===== src/rtl/keypad_scanner.sv =====
// rtl/keypad_scanner.sv - 4x4 hex keypad column scanner with debounce and one code per press.
// Optional build macro KEYPAD_REPEAT_EN adds auto-repeat pulses while a key stays held.
module keypad_scanner #(
  parameter int CLK_DIV        = 1000,
  parameter int DEBOUNCE_TICKS = 4,
  parameter int REPEAT_TICKS   = 250
) (
  input  logic       clk,
  input  logic       reset,
  input  logic [3:0] rows_in,
  output logic [3:0] cols_out,
  output logic [3:0] key,
  output logic       key_valid,
  output logic       key_held
);

  localparam int CW = (CLK_DIV > 1) ? $clog2(CLK_DIV) : 1;
  localparam int DW = $clog2(DEBOUNCE_TICKS + 1);
  // Nibble index is {row, col}: rows top-to-bottom, columns left-to-right.
  localparam logic [63:0] KEYMAP = 64'hDF0E_C987_B654_A321;

  typedef enum logic [1:0] {SCAN, DEBOUNCE, HELD} state_t;

  state_t          state_q, state_d;
  logic [CW-1:0]   div_q, div_d;
  logic [3:0]      rs_meta_q, rs_q;
  logic [3:0]      cols_q, cols_d;
  logic [3:0]      row_q, row_d;
  logic [DW-1:0]   dcnt_q, dcnt_d, dcnt_inc;
  logic [DW-1:0]   rcnt_q, rcnt_d, rcnt_inc;
  logic [3:0]      key_q, key_d;
  logic            valid_q, valid_d;
  logic            held_q, held_d;
  logic            tick, onehot, accept;
  logic [3:0]      rot;

`ifdef KEYPAD_REPEAT_EN
  localparam int RW = $clog2(REPEAT_TICKS + 1);
  logic [RW-1:0]   rep_q, rep_d, rep_inc;
  assign rep_inc = rep_q + RW'(1);
`else
  logic unused_repeat;
  assign unused_repeat = (REPEAT_TICKS > 0);
`endif

  function automatic logic [3:0] key_code(input logic [3:0] col, input logic [3:0] row);
    logic [1:0] ci, ri;
    ci = col[3] ? 2'd3 : col[2] ? 2'd2 : col[1] ? 2'd1 : 2'd0;
    ri = row[3] ? 2'd3 : row[2] ? 2'd2 : row[1] ? 2'd1 : 2'd0;
    return KEYMAP[{ri, ci, 2'b00} +: 4];
  endfunction

  assign tick     = (div_q == CW'(CLK_DIV - 1));
  assign div_d    = tick ? '0 : div_q + CW'(1);
  assign onehot   = (rs_q != 4'd0) && ((rs_q & (rs_q - 4'd1)) == 4'd0);
  assign rot      = {cols_q[2:0], cols_q[3]};
  assign dcnt_inc = dcnt_q + DW'(1);
  assign rcnt_inc = rcnt_q + DW'(1);

  always_comb begin
    state_d = state_q;
    cols_d  = cols_q;
    row_d   = row_q;
    dcnt_d  = dcnt_q;
    rcnt_d  = rcnt_q;
    key_d   = key_q;
    held_d  = held_q;
    valid_d = 1'b0;
    accept  = 1'b0;
`ifdef KEYPAD_REPEAT_EN
    rep_d   = rep_q;
`endif
    if (tick) begin
      unique case (state_q)
        SCAN: begin
          // Zero or multiple rows (ghosting) both just move on to the next column.
          if (onehot) begin
            row_d  = rs_q;
            dcnt_d = DW'(1);
            if (DEBOUNCE_TICKS == 1) accept = 1'b1;
            else state_d = DEBOUNCE;
          end else begin
            cols_d = rot;
          end
        end
        DEBOUNCE: begin
          if (rs_q == row_q) begin
            dcnt_d = dcnt_inc;
            if (dcnt_inc == DW'(DEBOUNCE_TICKS)) accept = 1'b1;
          end else begin
            dcnt_d  = '0;
            cols_d  = rot;
            state_d = SCAN;
          end
        end
        HELD: begin
          if (rs_q == 4'd0) begin
            rcnt_d = rcnt_inc;
`ifdef KEYPAD_REPEAT_EN
            rep_d  = '0;
`endif
            if (rcnt_inc == DW'(DEBOUNCE_TICKS)) begin
              held_d  = 1'b0;
              cols_d  = rot;
              state_d = SCAN;
            end
          end else begin
            rcnt_d = '0;
`ifdef KEYPAD_REPEAT_EN
            rep_d  = rep_inc;
            if (rep_inc == RW'(REPEAT_TICKS)) begin
              valid_d = 1'b1;
              rep_d   = '0;
            end
`endif
          end
        end
        default: state_d = SCAN;
      endcase
    end
    if (accept) begin
      key_d   = key_code(cols_q, row_d);
      valid_d = 1'b1;
      held_d  = 1'b1;
      rcnt_d  = '0;
      state_d = HELD;
`ifdef KEYPAD_REPEAT_EN
      rep_d   = '0;
`endif
    end
  end

  always_ff @(posedge clk) begin
    if (reset) begin
      state_q   <= SCAN;
      div_q     <= '0;
      rs_meta_q <= 4'd0;
      rs_q      <= 4'd0;
      cols_q    <= 4'b0001;
      row_q     <= 4'd0;
      dcnt_q    <= '0;
      rcnt_q    <= '0;
      key_q     <= 4'h0;
      valid_q   <= 1'b0;
      held_q    <= 1'b0;
`ifdef KEYPAD_REPEAT_EN
      rep_q     <= '0;
`endif
    end else begin
      state_q   <= state_d;
      div_q     <= div_d;
      rs_meta_q <= rows_in;
      rs_q      <= rs_meta_q;
      cols_q    <= cols_d;
      row_q     <= row_d;
      dcnt_q    <= dcnt_d;
      rcnt_q    <= rcnt_d;
      key_q     <= key_d;
      valid_q   <= valid_d;
      held_q    <= held_d;
`ifdef KEYPAD_REPEAT_EN
      rep_q     <= rep_d;
`endif
    end
  end

  assign cols_out  = cols_q;
  assign key       = key_q;
  assign key_valid = valid_q;
  assign key_held  = held_q;

endmodule


===== config.mk =====
export PLATFORM = sky130hd
export DESIGN_NAME = keypad_scanner
export DESIGN_NICKNAME = d
export VERILOG_FILES = /design/src/rtl/keypad_scanner.sv
export SDC_FILE = /design/constraint.sdc
export NUM_CORES = 1
export LEC_CHECK = 0
export CORE_MARGIN = 1.5
export CORE_UTILIZATION = 47
export CTS_CLUSTER_SIZE = 30
export DETAILED_ROUTE_END_ITERATION = 12
export HOLD_SLACK_MARGIN = 0.06
export PLACE_DENSITY = 0.76
export SLEW_MARGIN = 20
export SYNTH_ARGS = -nofsm -noshare
export SYNTH_HDL_FRONTEND = slang
export SYNTH_SLANG_ARGS = --single-unit

===== constraint.sdc =====
create_clock -name clk -period 1.9 [get_ports clk]
set_input_delay 0.57 -clock clk [delete_from_list [all_inputs] [get_ports clk]]
set_output_delay 0.57 -clock clk [all_outputs]
set_load 0.02 [all_outputs]

==> key figures, run 1 <==
Finish
  • NumNets Final: 287
  • Share of post-route cells with drive strength above 1: 28.2%
  • Fin cells: 323
  • Register area: 810 um^2
  • Util after Layout: 66.2%
  • FILL cells: 322
  • Number of diodes: 0
  • Synthesis-to-finish area growth: 34.9%
  • Multi-input logic area: 1210 um^2

Detailed routing
  • Drt total wl: 4340 um
  • Detailed router's first-iteration violation count: 77
  • DR vias: 1,669
  • DRC: 0
  • Via/cell ratio: 5.17
  • Post-route ant nets: 0
  • DRT Pass-1 Iters: 4
  • Wirelength per Cell: 13.4 um

Die
  • IO Pins: 16
  • Starting Density: 49.1%
  • Row count: 23
  • Core Area: 4030 um^2
  • Die Height: 67.9 um
  • Die area: 4600 um^2
  • Die X: 67.9 um

Outcome
  • Violated checks: negative setup slack
  • Status: finished, violations left

Clock tree
  • CTS Sinks: 40
  • CTS tree: done
  • Cts hold-fix bufs: 0
  • CTS clk-pin slew, worst paths: 0.08 ns
  • Htree depth: 2
  • Clk buf depth: 2
  • Num CTS Buffers: 5
  • Worst-skew pair later-pin latency: 0.30 ns
  • Root buffer cell: clkbuf_8

Yosys
  • Adder-Cell Fraction of Synth Area: 5.70%
  • Synth area leaders: dfxtp_1 (41%), nor2_1 (7.0%), ha_1 (5.7%)
  • Share of async-settable or async-resettable flops after synthesis: 0%
  • Post-synth top area share: 40.5%
  • Post-synthesis compound-gate area fraction: 12.5%
  • Synth Area in Simple Gates: 26.2%
  • Post-Syn Instances: 219
  • Synthesized flop and latch total: 40
  • Number of synthesized flops with an enable pin: 0
  • Syn_area_per_cell: 9.03 um^2
  • Net count after synthesis: 234
  • Synthesis warning total: 0
  • Cell taking the most area after synthesis: dfxtp_1
  • Sequential fraction of the synthesis area: 40.5%
  • Netlist Area Pre-Place: 1980 um^2
  • Distinct cells, synth: 50
  • Mux share of post-synthesis cell area: 5.38%
  • Xor and xnor area share after synthesis: 6.20%
  • Primary FF master, synth: dfxtp_1
  • Main combinational cell family by area after synthesis: simple AND/OR/NAND/NOR gates

Critical path
  • Startpoint Class: flip-flop
  • Worst EP arrival: 2.22 ns
  • Worst Setup End Kind: flip-flop
  • Crit Path Max Fanout: 3
  • Setup CP Type: reg2reg
  • Required @ worst endpoint: 2.15 ns

Pwr
  • Worst IR Drop VDD: 0.000394 V
  • LEAKAGE: 1.15 nW
  • Pwr/cell area: 592 nW/um^2

Global routing
  • Initial antenna violation count: 0
  • GRT overflow: 0
  • Largest net degree at the start of global routing: 16
  • Vias in the first global route: 1,529
  • Global-route wire length before repair: 6620 um
  • GRT Total Usage: 19.4%

Timing
  • Rel. slew slack: 77.3%
  • Final Hold Slack: 0.437 ns
  • Period Utilization, post-route: 104%
  • Fin. max-slew vios: 0
  • Worst-Margin Slew: 0.339 ns
  • Final setup viols: 4
  • RSZ-0062 raised after global routing: true
  • Final hold vios: 0
  • Clock Skews: 0.00980 ns
  • Period minus WS final: 1.98 ns
  • Highest Clock Rate: 506 MHz
  • Setup ws final: -0.0782 ns

Place
  • Cells after DPL: 307
  • Final HPWL DP: 2810 um
  • Placer Congestion: 0.771
  • Buffers added on ports: 15
  • Pre-CTS WS: -0.0673 ns

Job
  • # Max-Cap Violations: 0

Worst hold path
  • Hold/Removal Path Class: reg2reg
## critical path: stages (launching register included)
cell,delay (ns)
dfxtp_2,0.35
ha_4,0.13
nand4b_1,0.18
buf_4,0.21
nor4_4,0.13
o21ai_2,0.12
mux2_4,0.34
a221o_1,0.36
o21ai_2,0.10
## cell families (layout without fill, tap and decap cells)
family / count (synthesis) / in the layout
xor gates and xnor gates: 14 / 14
DFF: 40 / 40
adders and majority gates: 9 / 9
and+or+nand+nor: 94 / 94
muxes: 10 / 10
AOI/OAI and AO/OA: 35 / 35
buffers and inverters: 17 / 71
## metrics by stage
| stage | cell area [um^2] | setup TNS, ns | total power [mW] |
|---|---|---|---|
| floorplan | 2010 | -0.136 | 0.939 |
| global placement | 2400 | -0.0592 | 0.982 |
| detailed placement | 2400 | -0.161 | 0.983 |
| CTS | 2540 | -0.0689 | 1.57 |
| global route | 2670 | -1.43 | 1.63 |
| finish | 2670 | -0.168 | 1.58 |
## synth_stat cells (2+ instances only)
cell type,instances
dfxtp_1,40
nor2_1,37
nor2b_1,14
a21oi_1,9
ha_1,9
inv_1,9
nand2_1,9
xor2_1,9
mux2i_1,8
o21ai_0,7
nand3_1,6
xnor2_1,5
nand2b_1,4
buf_2,3
clkbuf_1,3
nand3b_1,3
nor3_1,3
or2_2,3
a21o_1,2
a31oi_1,2
nand4_1,2
nor3b_1,2
nor4_1,2
o31ai_1,2
## registers in the layout, summed over array words and instances, names as in the netlist
signal / count
key_held: 1
rcnt_q: 3
row_q: 4
state_q: 2
cols_out: 4
rs_meta_q: 4
key_valid: 1
div_q: 10
key: 4
dcnt_q: 3
rs_q: 4
## report_power, final
part | internal, mW | total, mW | switching (mW) | leakage (nW)
clock network | 0.290 | 0.601 | 0.311 | 0.0510
logic | 0.0596 | 0.114 | 0.0544 | 0.774
registers | 0.851 | 0.862 | 0.0108 | 0.326
total | 1.20 | 1.58 | 0.376 | 1.15
## routing by layer
metal  global-route usage (%)  routed length, um
met5                        0                  0
met3                     5.26                134
met2                     33.2               2120
met4                     7.75                 82
met1                     23.0               2000
## path summary, 6_finish.rpt
path / slack [ns] / depth (start not counted) / start / end
max: -0.08 / 8 / div_q[0] / key[3]
min: 0.44 / 1 / rs_meta_q[2] / rs_q[2]
max reg2reg: -0.08 / 8 / div_q[0] / key[3]
min reg2reg: 0.44 / 1 / rs_meta_q[2] / rs_q[2]
## placed cells by master (no fill, tap or decap), drive strengths merged, types with 3 or more instances in the layout
master / n
nand2b: 4
a21oi: 9
mux2i: 8
xnor2: 5
nand2: 9
ha: 9
nor2b: 14
o21ai: 9
nand3b: 3
clkbuf: 6
nor3: 4
clkdlybuf4s50: 12
or2: 3
nand3: 6
nand4: 3
xor2: 9
dfxtp: 40
nor2: 37
buf: 39
nor4: 4
inv: 9
## what timing repair did
action                                  in CTS  in global routing
resized for setup                           10                 19
buffers inserted                             2                  6
endpoints found under the setup margin       6                 17
pin swaps                                    4                 10
## layout make-up
type	instances	area share, %
Inverter	9	1.27
Clock buffer	6	3.10
Timing Repair Buffer	54	17.0
Tap cell	50	2.35
Clock inverter	2	0.375
Multi-Input combinational cell	162	45.5
Sequential cell	40	30.4
Note: power is estimated with default switching activity, not from simulation.
==> run 2: changes to the inputs <==
- DONT_BUFFER_PORTS: default -> 1
- PLACE_DENSITY: 0.76 -> default
==> run 2 against run 1 <==
Compared with the run above:
- the run still ends with negative setup slack left
- first-iteration DRC count up 31%
- count of clock-buffer cells in the layout is 1 higher
- setup slack worse by 0.0036 ns
- critical path type unchanged
- largest power group unchanged
==> key figures, run 2 (synthesis gave the netlist of run 1 again) <==
Outcome
  • Status: finished, violations left
  • Violated checks: negative setup slack

Clock tree
  • Clk buf depth: 2
  • CTS clk-pin slew, worst paths: 0.08 ns
  • Htree depth: 2
  • CTS tree: done
  • Worst-skew pair later-pin latency: 0.29 ns
  • CTS Sinks: 40
  • Num CTS Buffers: 5
  • Root buffer cell: clkbuf_8

Timing
  • Period minus WS final: 1.98 ns
  • Fin. max-slew vios: 0
  • Rel. slew slack: 69.7%
  • Final hold vios: 0
  • Clock Skews: 0.0117 ns
  • Highest Clock Rate: 505 MHz
  • Final Hold Slack: 0.340 ns
  • Final setup viols: 5
  • Period Utilization, post-route: 104%
  • RSZ-0062 raised after global routing: true
  • Worst-Margin Slew: 0.453 ns
  • Setup ws final: -0.0818 ns

Global routing
  • GRT Total Usage: 19.6%
  • GRT overflow: 0
  • Global-route wire length before repair: 6710 um
  • Vias in the first global route: 1,561
  • Initial antenna violation count: 0
  • Largest net degree at the start of global routing: 30

Die
  • Die Height: 67.9 um
  • Core Area: 4030 um^2
  • IO Pins: 16
  • Die X: 67.9 um
  • Die area: 4600 um^2
  • Starting Density: 49.1%
  • Row count: 23

Critical path
  • Startpoint Class: flip-flop
  • Required @ worst endpoint: 2.13 ns
  • Worst EP arrival: 2.21 ns
  • Crit Path Max Fanout: 4
  • Worst Setup End Kind: flip-flop
  • Setup CP Type: reg2reg

Finish
  • Synthesis-to-finish area growth: 25.9%
  • FILL cells: 355
  • NumNets Final: 269
  • Register area: 812 um^2
  • Number of diodes: 0
  • Reg with most FFs: div_q
  • Commonest non-fill, non-tap cells in the layout: nor2_1 (36), dfxtp_1 (35), buf_4 (35)
  • Fin cells: 304
  • Design area: 2490 um^2
  • Commonest non-fill, non-tap cell in the layout: nor2_1
  • Share of post-route cells with drive strength above 1: 30.7%
  • Number of flip-flops under the largest register name: 10
  • Multi-input logic area: 1210 um^2

Detailed routing
  • Drt total wl: 4170 um
  • Via/cell ratio: 5.32
  • Post-route ant nets: 0
  • DRT Pass-1 Iters: 4
  • Detailed router's first-iteration violation count: 101
  • DR vias: 1,616
  • Wirelength per Cell: 13.7 um
  • DRC: 0

Place
  • Buffers added on ports: 0
  • Placer Congestion: 0.842
  • Final HPWL DP: 2980 um
  • Placed Area: 2230 um^2
  • Cells after DPL: 289

Pwr
  • Worst IR Drop VDD: 0.000352 V
  • Design Power: 1.55 mW
  • LEAKAGE: 1.06 nW
  • Pwr/cell area: 625 nW/um^2

Job
  • # Max-Cap Violations: 0

Worst hold path
  • Hold/Removal Path Class: in2reg
## run 2: cell types whose count changed in the layout (fill, tap and decap cells not counted), moves of 2 or more
cell             before  now
clkdlybuf4s50_1      12    0
a21oi_1               9    6
a21oi_2               0    3
buf_6                 3    1
clkinv_2              2    0
dlygate4sd2_1         2    0
mux2i_4               3    1
o21ai_0               5    3
o21ai_1               2    4
## run 2: worst max-delay path, cell delays in order, from the launching register on
cell and delay, ns:
dfxtp_2 0.35, ha_4 0.13, nand4b_1 0.19, nor3_4 0.33
o211ai_4 0.12, mux2_4 0.34, a221o_1 0.35, o21ai_2 0.11
## run 2: worst paths after layout
path,from,endpoint,slack [ns],cells after the start
max,div_q[0],key[3],-0.08,7
min,reset,row_q[0],0.34,1
max reg2reg,div_q[0],key[3],-0.08,7
min reg2reg,rs_meta_q[1],rs_q[1],0.43,1
## run 2: layout make-up
type                    instances  share of cell area (%)
well taps                      50                    2.51
flip-flops and latches         40                    32.6
inverters                       9                    1.36
clock buffers                   7                    3.87
multi-input cells             162                    48.6
repair buffers                 36                    11.0
## run 2: repair_timing
item / in CTS / in global routing
endpoints found under the setup margin: 8 / 13
resized for setup: 9 / 20
setup buffers: 1 / 7
hold buffers: 0 / 0
pin swaps: 8 / 14
## run 2: through the flow
step | setup WS (ns) | utilization [%] | setup TNS, ns
after floorplan | -0.0805 | - | -0.136
after global placement | -0.0299 | 55.3 | -0.0625
final | -0.0818 | 61.8 | -0.256
after CTS | -0.0201 | 58.5 | -0.0386
after global routing | -0.235 | 61.8 | -1.69
after detailed placement | -0.117 | 55.3 | -0.336
## run 2: routing by layer
layer | vias up | part of all wire, % | track usage (%)
met5 | - | 0 | 0
met4 | 0 | 0.41 | 6.75
met3 | 2 | 2.6 | 4.93
met2 | 24 | 52 | 34.6
met1 | 772 | 45 | 23.0
li1 | 818 | - | -
## run 2: where the power goes
group	internal, mW	total (mW)	switching [mW]
sequential	0.851	0.861	0.0106
combinational	0.0466	0.0900	0.0434
clock	0.323	0.603	0.280
